===== src/rtl/imem_loader_if.sv =====
// Byte-stream input and instruction-memory write port of the image loader.
// master = stream source / memory side, slave = loader.
interface imem_loader_if #(
    parameter int ADDR_W = 12
);
    logic [7:0]        byte_in;
    logic              byte_valid;
    logic              byte_ready;
    logic              imem_we;
    logic [ADDR_W-1:0] imem_addr;
    logic [31:0]       imem_wdata;

    modport master (
        output byte_in, byte_valid,
        input  byte_ready, imem_we, imem_addr, imem_wdata
    );

    modport slave (
        input  byte_in, byte_valid,
        output byte_ready, imem_we, imem_addr, imem_wdata
    );
endinterface


===== src/rtl/imem_loader.sv =====
// Fills the CPU instruction memory from a length-prefixed big-endian byte stream,
// holding the CPU in reset while a load is in progress or after a failed load.
module imem_loader #(
    parameter int ADDR_W  = 12,
    parameter int TIMEOUT = 100000
) (
    input  logic         clk,
    input  logic         rst,
    input  logic         start_i,
    imem_loader_if.slave bus,
    output logic         cpu_rst_out_o,
    output logic         busy_o,
    output logic         done_o,
    output logic         err_o
);
    localparam int               TMR_W    = $clog2(TIMEOUT + 1);
    localparam logic [TMR_W-1:0] TMR_LOAD = TMR_W'(TIMEOUT - 1);
    localparam logic [16:0]      DEPTH    = 17'(1) << ADDR_W;

    typedef enum logic [2:0] {
        S_IDLE, S_HDR_HI, S_HDR_LO, S_DATA, S_DONE, S_ERR
    } state_t;

    state_t            state_q;
    logic [15:0]       n_q;
    logic [ADDR_W-1:0] widx_q;
    logic [1:0]        bcnt_q;
    logic [23:0]       asm_q;
    logic [TMR_W-1:0]  tmr_q;
    logic              ready_q;
    logic              we_q;
    logic [ADDR_W-1:0] addr_q;
    logic [31:0]       wdata_q;
    logic              busy_q;
    logic              done_q;
    logic              err_q;

    logic              xfer;
    logic [15:0]       hdr_d;
    logic              last_word;

    assign xfer      = bus.byte_valid & ready_q;
    assign hdr_d     = {n_q[15:8], bus.byte_in};
    assign last_word = (16'(widx_q) == (n_q - 16'd1));

    always_ff @(posedge clk or posedge rst) begin
        if (rst) begin
            state_q <= S_IDLE;
            n_q     <= '0;
            widx_q  <= '0;
            bcnt_q  <= '0;
            asm_q   <= '0;
            tmr_q   <= TMR_LOAD;
            ready_q <= 1'b0;
            we_q    <= 1'b0;
            addr_q  <= '0;
            wdata_q <= '0;
            busy_q  <= 1'b0;
            done_q  <= 1'b0;
            err_q   <= 1'b0;
        end else begin
            we_q <= 1'b0;
            case (state_q)
                S_IDLE, S_DONE, S_ERR: begin
                    if (start_i) begin
                        state_q <= S_HDR_HI;
                        ready_q <= 1'b1;
                        busy_q  <= 1'b1;
                        done_q  <= 1'b0;
                        err_q   <= 1'b0;
                        widx_q  <= '0;
                        bcnt_q  <= '0;
                        addr_q  <= '0;
                        tmr_q   <= TMR_LOAD;
                    end
                end
                S_HDR_HI: begin
                    if (xfer) begin
                        n_q[15:8] <= bus.byte_in;
                        state_q   <= S_HDR_LO;
                    end
                end
                S_HDR_LO: begin
                    if (xfer) begin
                        n_q <= hdr_d;
                        if (hdr_d == 16'd0) begin
                            state_q <= S_DONE;
                            done_q  <= 1'b1;
                            busy_q  <= 1'b0;
                            ready_q <= 1'b0;
                        end else if ({1'b0, hdr_d} > DEPTH) begin
                            state_q <= S_ERR;
                            err_q   <= 1'b1;
                            busy_q  <= 1'b0;
                            ready_q <= 1'b0;
                        end else begin
                            state_q <= S_DATA;
                        end
                    end
                end
                S_DATA: begin
                    if (xfer) begin
                        asm_q  <= {asm_q[15:0], bus.byte_in};
                        bcnt_q <= bcnt_q + 2'd1;
                        if (bcnt_q == 2'd3) begin
                            wdata_q <= {asm_q, bus.byte_in};
                            addr_q  <= widx_q;
                            we_q    <= 1'b1;
                            widx_q  <= widx_q + 1'b1;
                            if (last_word) begin
                                state_q <= S_DONE;
                                done_q  <= 1'b1;
                                busy_q  <= 1'b0;
                                ready_q <= 1'b0;
                            end
                        end
                    end
                end
                default: state_q <= S_IDLE;
            endcase

            // Idle watchdog: only active while loading; a transfer always wins over expiry.
            if (busy_q) begin
                if (xfer) begin
                    tmr_q <= TMR_LOAD;
                end else if (tmr_q == '0) begin
                    state_q <= S_ERR;
                    err_q   <= 1'b1;
                    busy_q  <= 1'b0;
                    ready_q <= 1'b0;
                end else begin
                    tmr_q <= tmr_q - 1'b1;
                end
            end
        end
    end

    assign bus.byte_ready = ready_q;
    assign bus.imem_we    = we_q;
    assign bus.imem_addr  = addr_q;
    assign bus.imem_wdata = wdata_q;
    assign busy_o         = busy_q;
    assign done_o         = done_q;
    assign err_o          = err_q;
    assign cpu_rst_out_o  = rst | busy_q | err_q;
endmodule


===== src/flat_wrapper.sv =====
// flat-port wrapper written by rule: the top's interface ports become plain ports
module imem_loader_flat 
#(
    parameter int ADDR_W  = 12,
    parameter int TIMEOUT = 100000
)
  (clk, rst, start_i, cpu_rst_out_o, busy_o, done_o, err_o, bus_byte_in, bus_byte_valid, bus_byte_ready, bus_imem_we, bus_imem_addr, bus_imem_wdata);
  imem_loader_if #(.ADDR_W(ADDR_W)) bus_i ();
  input  logic clk;
  input  logic rst;
  input  logic start_i;
  output logic cpu_rst_out_o;
  output logic busy_o;
  output logic done_o;
  output logic err_o;
  input wire logic [$bits(bus_i.byte_in)-1:0] bus_byte_in;
  input wire logic [$bits(bus_i.byte_valid)-1:0] bus_byte_valid;
  output wire logic [$bits(bus_i.byte_ready)-1:0] bus_byte_ready;
  output wire logic [$bits(bus_i.imem_we)-1:0] bus_imem_we;
  output wire logic [$bits(bus_i.imem_addr)-1:0] bus_imem_addr;
  output wire logic [$bits(bus_i.imem_wdata)-1:0] bus_imem_wdata;
  assign bus_i.byte_in = bus_byte_in;
  assign bus_i.byte_valid = bus_byte_valid;
  assign bus_byte_ready = bus_i.byte_ready;
  assign bus_imem_we = bus_i.imem_we;
  assign bus_imem_addr = bus_i.imem_addr;
  assign bus_imem_wdata = bus_i.imem_wdata;
  imem_loader #(.ADDR_W(ADDR_W), .TIMEOUT(TIMEOUT)) u_core (.clk(clk), .rst(rst), .start_i(start_i), .bus(bus_i), .cpu_rst_out_o(cpu_rst_out_o), .busy_o(busy_o), .done_o(done_o), .err_o(err_o));
endmodule

===== config.mk =====
export PLATFORM = sky130hd
export DESIGN_NAME = imem_loader_flat
export DESIGN_NICKNAME = d
export VERILOG_FILES = /design/src/rtl/imem_loader_if.sv /design/src/rtl/imem_loader.sv /design/src/flat_wrapper.sv
export SDC_FILE = /design/constraint.sdc
export NUM_CORES = 1
export LEC_CHECK = 0
export CAP_MARGIN = 20
export CORE_ASPECT_RATIO = 0.6
export CORE_MARGIN = 2
export CORE_UTILIZATION = 39
export DETAILED_ROUTE_END_ITERATION = 12
export GPL_ROUTABILITY_DRIVEN = 0
export GPL_TIMING_DRIVEN = 0
export PLACE_DENSITY = 0.71
export SYNTH_ARGS = -nofsm -noshare
export SYNTH_HDL_FRONTEND = slang
export SYNTH_SLANG_ARGS = --single-unit

===== constraint.sdc =====
create_clock -name clk -period 4.4 [get_ports clk]
set_input_delay 0.88 -clock clk [delete_from_list [all_inputs] [get_ports clk]]
set_output_delay 0.88 -clock clk [all_outputs]
set_load 0.02 [all_outputs]

==> results.yml, run 1 <==
floorplan:
  die_x_um: 161
  io_pins: 62
  start_util_pct: 39.9
  die_area_mm2: 0.0159
  dieHeight_um: 98.4
  num_rows: 34
  coreArea_mm2: 0.0145
logic_synthesis:
  synthCells: 532
  synthArstFlopShare_pct: 100
  synthXorXnorAreaFrac_pct: 4.24
  synth_top_area_share_pct: 48.8
  yosysWarnings: 0
  synth-seq-cells: 123
  synth.most_common_cell: "dfrtp_1"
  seq_area_frac_synth_pct: 53.4
  synth-simple-area-share_pct: 16.2
  synth-compound-area-share_pct: 7.74
  yosys-top-cells-area: "dfrtp_1, mux2_2, dfstp_2"
  synth_edf_count: 0
  syn-cell-area_mm2: 0.00579
  yosysTopAreaCell: "dfrtp_1"
  synthFlopType: "dfrtp_1"
  avgSynthCellArea_um2: 10.9
  synth.area.mux_share_pct: 14.6
  mappedNetlistNets: 548
  yosysUniqueCellTypes: 55
  synth_adder_area_share_pct: 0.864
  synth_top_family_by_area: "simple AND/OR/NAND/NOR gates"
  synthTopCellsByCount: "dfrtp_1, mux2_2, nand2_1"
sta:
  timing.final.ws_setup_ns: 1.18
  rsz0062_at_grt: "false"
  fin_crit_ns: 3.22
  tightest_slew_ns: 1.05
  period_share_pct: 73.2
  setup_viol: 0
  finalHoldViolations: 0
  drv_slew: 0
  maxSlewHeadroom_pct: 29.9
  clock.fmax_mhz: 311
  finClkSkew_ns: 0.0144
drt:
  via_per_inst: 5.42
  vias: 4466
  routed_wl_mm: 14.0
  postRouteAntennaNets: 0
  wl_per_cell_um: 16.9
  drc_errors: 0
  drt_iter0_drc: 349
  dr.pass1.iters: 5
finish:
  seqCellArea_mm2: 0.00309
  multi_input_area_mm2: 0.00252
  num_antenna_cells: 0
  nets: 629
  stdcell_count: 824
  fill_cells: 1266
  drive_gt1_share_pct: 21.4
  syn_to_final_growth_pct: 26.6
worst_hold_path:
  min_path_cells: 1
  hold_start: "u_core.tmr_q[14]"
  hp-class: "reg2reg"
  whs_endpoint: "u_core.tmr_q[14]"
grt:
  grt_pass1_wl_mm: 23.5
  grt_pass1_vias: 4501
  grt_usage_pct: 18.7
  antenna_found_initial: 0
  overflow: 0
  grt_max_degree: 80
setup_path:
  cp-end-kind: "flip-flop"
  worst-endpoint-arrival_ns: 3.51
  startpoint_type: "input port"
  reg2reg_depth: 10
  r2r-end: "u_core.bus.byte_ready"
  cp_max_fo: 10
  reg2reg_slack_ns: 1.41
  r2r-start: "u_core.n_q[0]"
  critPathRequiredTime_ns: 4.69
  critPathKind: "in2reg"
clocking:
  cts.sinks: 123
  clk_path_buf_depth: 2
  post_cts_buffers: 0
  htreeDepth: 4
  cts_root_buf: "clkbuf_16"
  path_clk_slew_ns: 0.06
  cts_tree: "done"
  clk_latency_ns: 0.41
  cts_buffers: 17
  cts_hold_buf: 0
  cts_resized: 0
placed_design:
  dp_cells: 792
  numPortBuffers: 61
  dp_hpwl_mm: 9.77
  post-place-ws_ns: 0.790
power:
  power.density_mw_per_mm2: 369
  irDropWorstVdd_v: 0.000227
  p_leak_uw: 0.00331
run:
  drv_cap: 0
status:
  status: "complete, no violations"
worst max-delay path: stages:
cell and delay, ns:
clkdlybuf4s50_1 0.53, and2_0 0.33, and3_1 0.28, clkbuf_1 0.54, clkbuf_1 0.54, mux2_2 0.41
registers in the layout, summed over array words and instances, names as in the netlist, 2 cells and up:
name	flops
u_core.state_q	3
u_core.widx_q	12
u_core.bus.imem_addr	12
u_core.bcnt_q	2
u_core.asm_q	24
u_core.n_q	16
u_core.bus.imem_wdata	32
u_core.tmr_q	17
final cells by class:
class | instances | area share, %
well taps | 198 | 3.38
multi-input cells | 373 | 34.4
flip-flops and latches | 123 | 42.2
clock buffers | 20 | 6.37
repair buffers | 62 | 8.70
inverters | 8 | 0.478
plain buffers | 28 | 1.96
clock inverters | 12 | 2.53
cell usage in the layout (no fill, tap or decap), types with 4 or more instances in the layout:
cell type / instances
clkbuf_1: 19
dfrtp_1: 113
nor2_1: 40
or3_1: 8
a21oi_1: 15
clkinv_4: 4
clkdlybuf4s50_1: 61
mux2_2: 74
nor4_1: 8
ha_1: 4
nor3_1: 21
dfstp_2: 10
nand3_1: 14
o21ai_0: 34
o31ai_1: 4
xor2_1: 13
nand2_1: 64
bufinv_16: 4
xnor2_1: 15
inv_1: 7
nand4_1: 9
clkbuf_16: 17
clkbuf_8: 5
logic make-up (layout without fill, tap and decap cells):
group / count (synthesis) / count (layout)
AND/OR/NAND/NOR: 192 / 192
flip-flops: 123 / 123
multiplexers: 75 / 75
AO/OA/AOI/OAI: 74 / 74
buffers and inverters: 36 / 130
XOR/XNOR: 28 / 28
adder cells (fa/ha/maj): 4 / 4
per-stage QoR:
step	power (µW)	util (%)	TNS [ns]	area, µm²	hold WS [ns]
2_1_floorplan	1170	-	0	5790	0.445
3_3_place_gp	1190	45.8	-152.32	6650	0.464
3_5_place_dp	1200	46.0	0	6680	0.481
4_1_cts	2740	50.5	0	7330	0.491
5_1_grt	2800	50.5	0	7330	0.515
6_report	2710	50.5	0	7330	0.494
how the worst max path moves through the flow:
stage,slack (ns),cells after the start,startpoint,endpoint
finish,1.18,6,bus_byte_valid,u_core.bus.imem_wdata[21]
global route,1.03,6,bus_byte_valid,u_core.bus.imem_wdata[20]
CTS,1.19,6,bus_byte_valid,u_core.bus.imem_wdata[21]
detailed placement,0.79,6,bus_byte_valid,u_core.bus.imem_wdata[23]
global placement,-1.35,2,rst,u_core.bus.imem_wdata[4]
floorplan,0.27,1,rst,u_core.asm_q[0]
power by group:
part | switching [µW] | internal (µW) | total, µW
Sequential | 0 | 1130 | 1130
Combinational | 32.3 | 13.1 | 45.4
Clock | 531 | 1000 | 1530
per-layer routing:
layer / track usage (%) / up-vias / routed length (µm)
met4: 5.15 / 0 / 106
met2: 27.4 / 120 / 6250
met5: 0 / - / 0
met1: 27.1 / 2278 / 6800
li1: - / 2054 / -
met3: 5.69 / 14 / 806
Note: power is estimated with default switching activity, not from simulation.
==> run 2, diff against run 1 <==
- PLACE_DENSITY: 0.71 -> 0.69
- clock period: 4.4 -> 3 ns (I/O delays scaled with it)
==> run 2 against run 1 <==
Critical path depth is the same. Worst hold slack worse by 0.0083 ns. Global-route usage down 0.51 points. Die area stayed put. First-iteration DRC count down 1.7%. Sequential cell count did not move. Wire length shrank 0.92%. Cell area up 0.32%. Critical endpoint is now u_core.bus.imem_wdata[18].
==> results.yml, run 2 (synthesized netlist as in run 1, its figures left out) <==
power:
  finalPower_uw: 3840
  p_seq_share_pct: 43.3
  intPower_uw: 3010
  switchingPower_uw: 822
  p_leak_uw: 0.00330
  combPwrFrac_pct: 1.9
  irDropWorstVdd_v: 0.000371
  pwr-share-clk_pct: 54.8
  power.density_mw_per_mm2: 521
  swShare_pct: 21.4
clocking:
  clk_latency_ns: 0.42
  htreeDepth: 4
  cts.sinks: 123
  post_cts_buffers: 0
  path_clk_slew_ns: 0.06
  cts_hold_buf: 0
  cts_root_buf: "clkbuf_16"
  clk_path_buf_depth: 2
  cts_tree: "done"
  cts_buffers: 17
grt:
  grt_max_degree: 41
  overflow: 0
  grt_pass1_wl_mm: 22.7
  grt_usage_pct: 18.2
  antenna_found_initial: 0
  grt_pass1_vias: 4425
finish:
  layout_commonest_cell: "dfrtp_1"
  num_antenna_cells: 0
  final_cell_mix: "dfrtp_1, mux2_2, nand2_1"
  syn_to_final_growth_pct: 27.1
  largest_register_ff_count: 32
  stdcell_count: 826
  drive_gt1_share_pct: 22.3
  nets: 631
sta:
  tightest_slew_ns: 1.08
  finClkSkew_ns: 0.0104
  finalHoldViolations: 0
  setup_viol: 0
  rsz0062_at_grt: "false"
  drv_slew: 0
  timing.final.ws_setup_ns: 0.0952
  fin_crit_ns: 2.90
  period_share_pct: 96.8
  clock.fmax_mhz: 344
  maxSlewHeadroom_pct: 27.9
drt:
  postRouteAntennaNets: 0
  drc_errors: 0
  via_per_inst: 5.38
  dr.pass1.iters: 4
  drt_iter0_drc: 343
  routed_wl_mm: 13.8
  wl_per_cell_um: 16.8
  vias: 4441
floorplan:
  start_util_pct: 39.9
  num_rows: 34
  io_pins: 62
  coreArea_mm2: 0.0145
  die_area_mm2: 0.0159
  die_x_um: 161
  dieHeight_um: 98.4
setup_path:
  crit_chain: "clkdlybuf4s50_1, and2_0, and3_1, clkbuf_1, clkbuf_1, mux2_2"
  path_delay_family: "buffers and inverters"
  critPathKind: "in2reg"
  startpoint_type: "input port"
  cp_max_fo: 10
  worst-endpoint-arrival_ns: 3.20
  cp-end-kind: "flip-flop"
  critPathMostFrequentCell: "clkbuf_1"
  critPathMaxStageDelay_ns: 0.53
  critPathRequiredTime_ns: 3.29
  path_buf_inv: 3
  cp_slowest_cell: "clkdlybuf4s50_1"
run:
  drv_cap: 0
placed_design:
  dp_cells: 794
  post-place-ws_ns: -0.333
  numPortBuffers: 61
  dp_hpwl_mm: 10.0
worst_hold_path:
  hp-class: "reg2reg"
status:
  status: "complete, no violations"
## run 2: path summary, 6_finish.rpt
| kind | slack (ns) | startpoint | cells past startpoint | to |
|---|---|---|---|---|
| max in group asynchronous | 1.35 | rst | 5 | u_core.n_q[3] |
| min in group asynchronous | 0.63 | rst | 2 | u_core.tmr_q[8] |
| worst max register to register | 0.17 | u_core.n_q[0] | 9 | u_core.bus.byte_ready |
| worst min-delay path | 0.49 | u_core.tmr_q[14] | 1 | u_core.tmr_q[14] |
| worst min register to register | 0.49 | u_core.tmr_q[14] | 1 | u_core.tmr_q[14] |
| worst max-delay path | 0.1 | bus_byte_valid | 6 | u_core.bus.imem_wdata[18] |
## run 2: layer usage
metal | track usage, % | vias up | wire length [µm]
met1 | 26.2 | 2217 | 6670
li1 | - | 2056 | -
met4 | 5.43 | 0 | 112
met5 | 0 | - | 0
met3 | 6.29 | 10 | 1040
met2 | 26.1 | 158 | 6020
## run 2: power by group through the flow
stage          Combinational [µW]  Clock [µW]  Sequential [µW]
2_1_floorplan                27.2           0             1690
3_3_place_gp                 62.1           0             1690
3_5_place_dp                 75.0           0             1690
4_1_cts                      75.1        2140             1660
5_1_grt                      81.8        2220             1660
6_report                     73.1        2100             1660
## run 2: worst register-to-register path, delay by kind of cell (launching register included)
kind | cells | cell delay, ns
AOI/OAI and AO/OA | 1 | 0.19
xor gates and xnor gates | 1 | 0.12
adders and majority gates | 1 | 0.27
buffers and inverters | 2 | 0.34
DFF | 1 | 0.36
and+or+nand+nor | 4 | 1.42
## run 2: what timing repair did
item / 4_1_cts / 5_1_grt
endpoints found under the setup margin: 1 / 4
gates resized for setup: 1 / 6
endpoints found under the hold margin: 0 / 0
## run 2: layout make-up
class	count	area (µm²)
Tap cell	198	248
Clock buffer	18	439
Fill cell	1288	7150
Sequential cell	123	3090
Clock inverter	14	170
Multi-Input combinational cell	373	2550
Buffer	28	144
Timing Repair Buffer	64	678
Inverter	8	33.8
## run 2: metrics by stage
stage / utilization, % / hold slack [ns] / instance area [µm²] / setup TNS, ns
global placement: 45.9 / 0.469 / 6650 / -32.64
CTS: 50.5 / 0.494 / 7330 / 0
global route: 50.7 / 0.520 / 7360 / 0
floorplan: - / 0.445 / 5790 / 0
finish: 50.7 / 0.485 / 7360 / 0
detailed placement: 46.3 / 0.486 / 6720 / -11.90
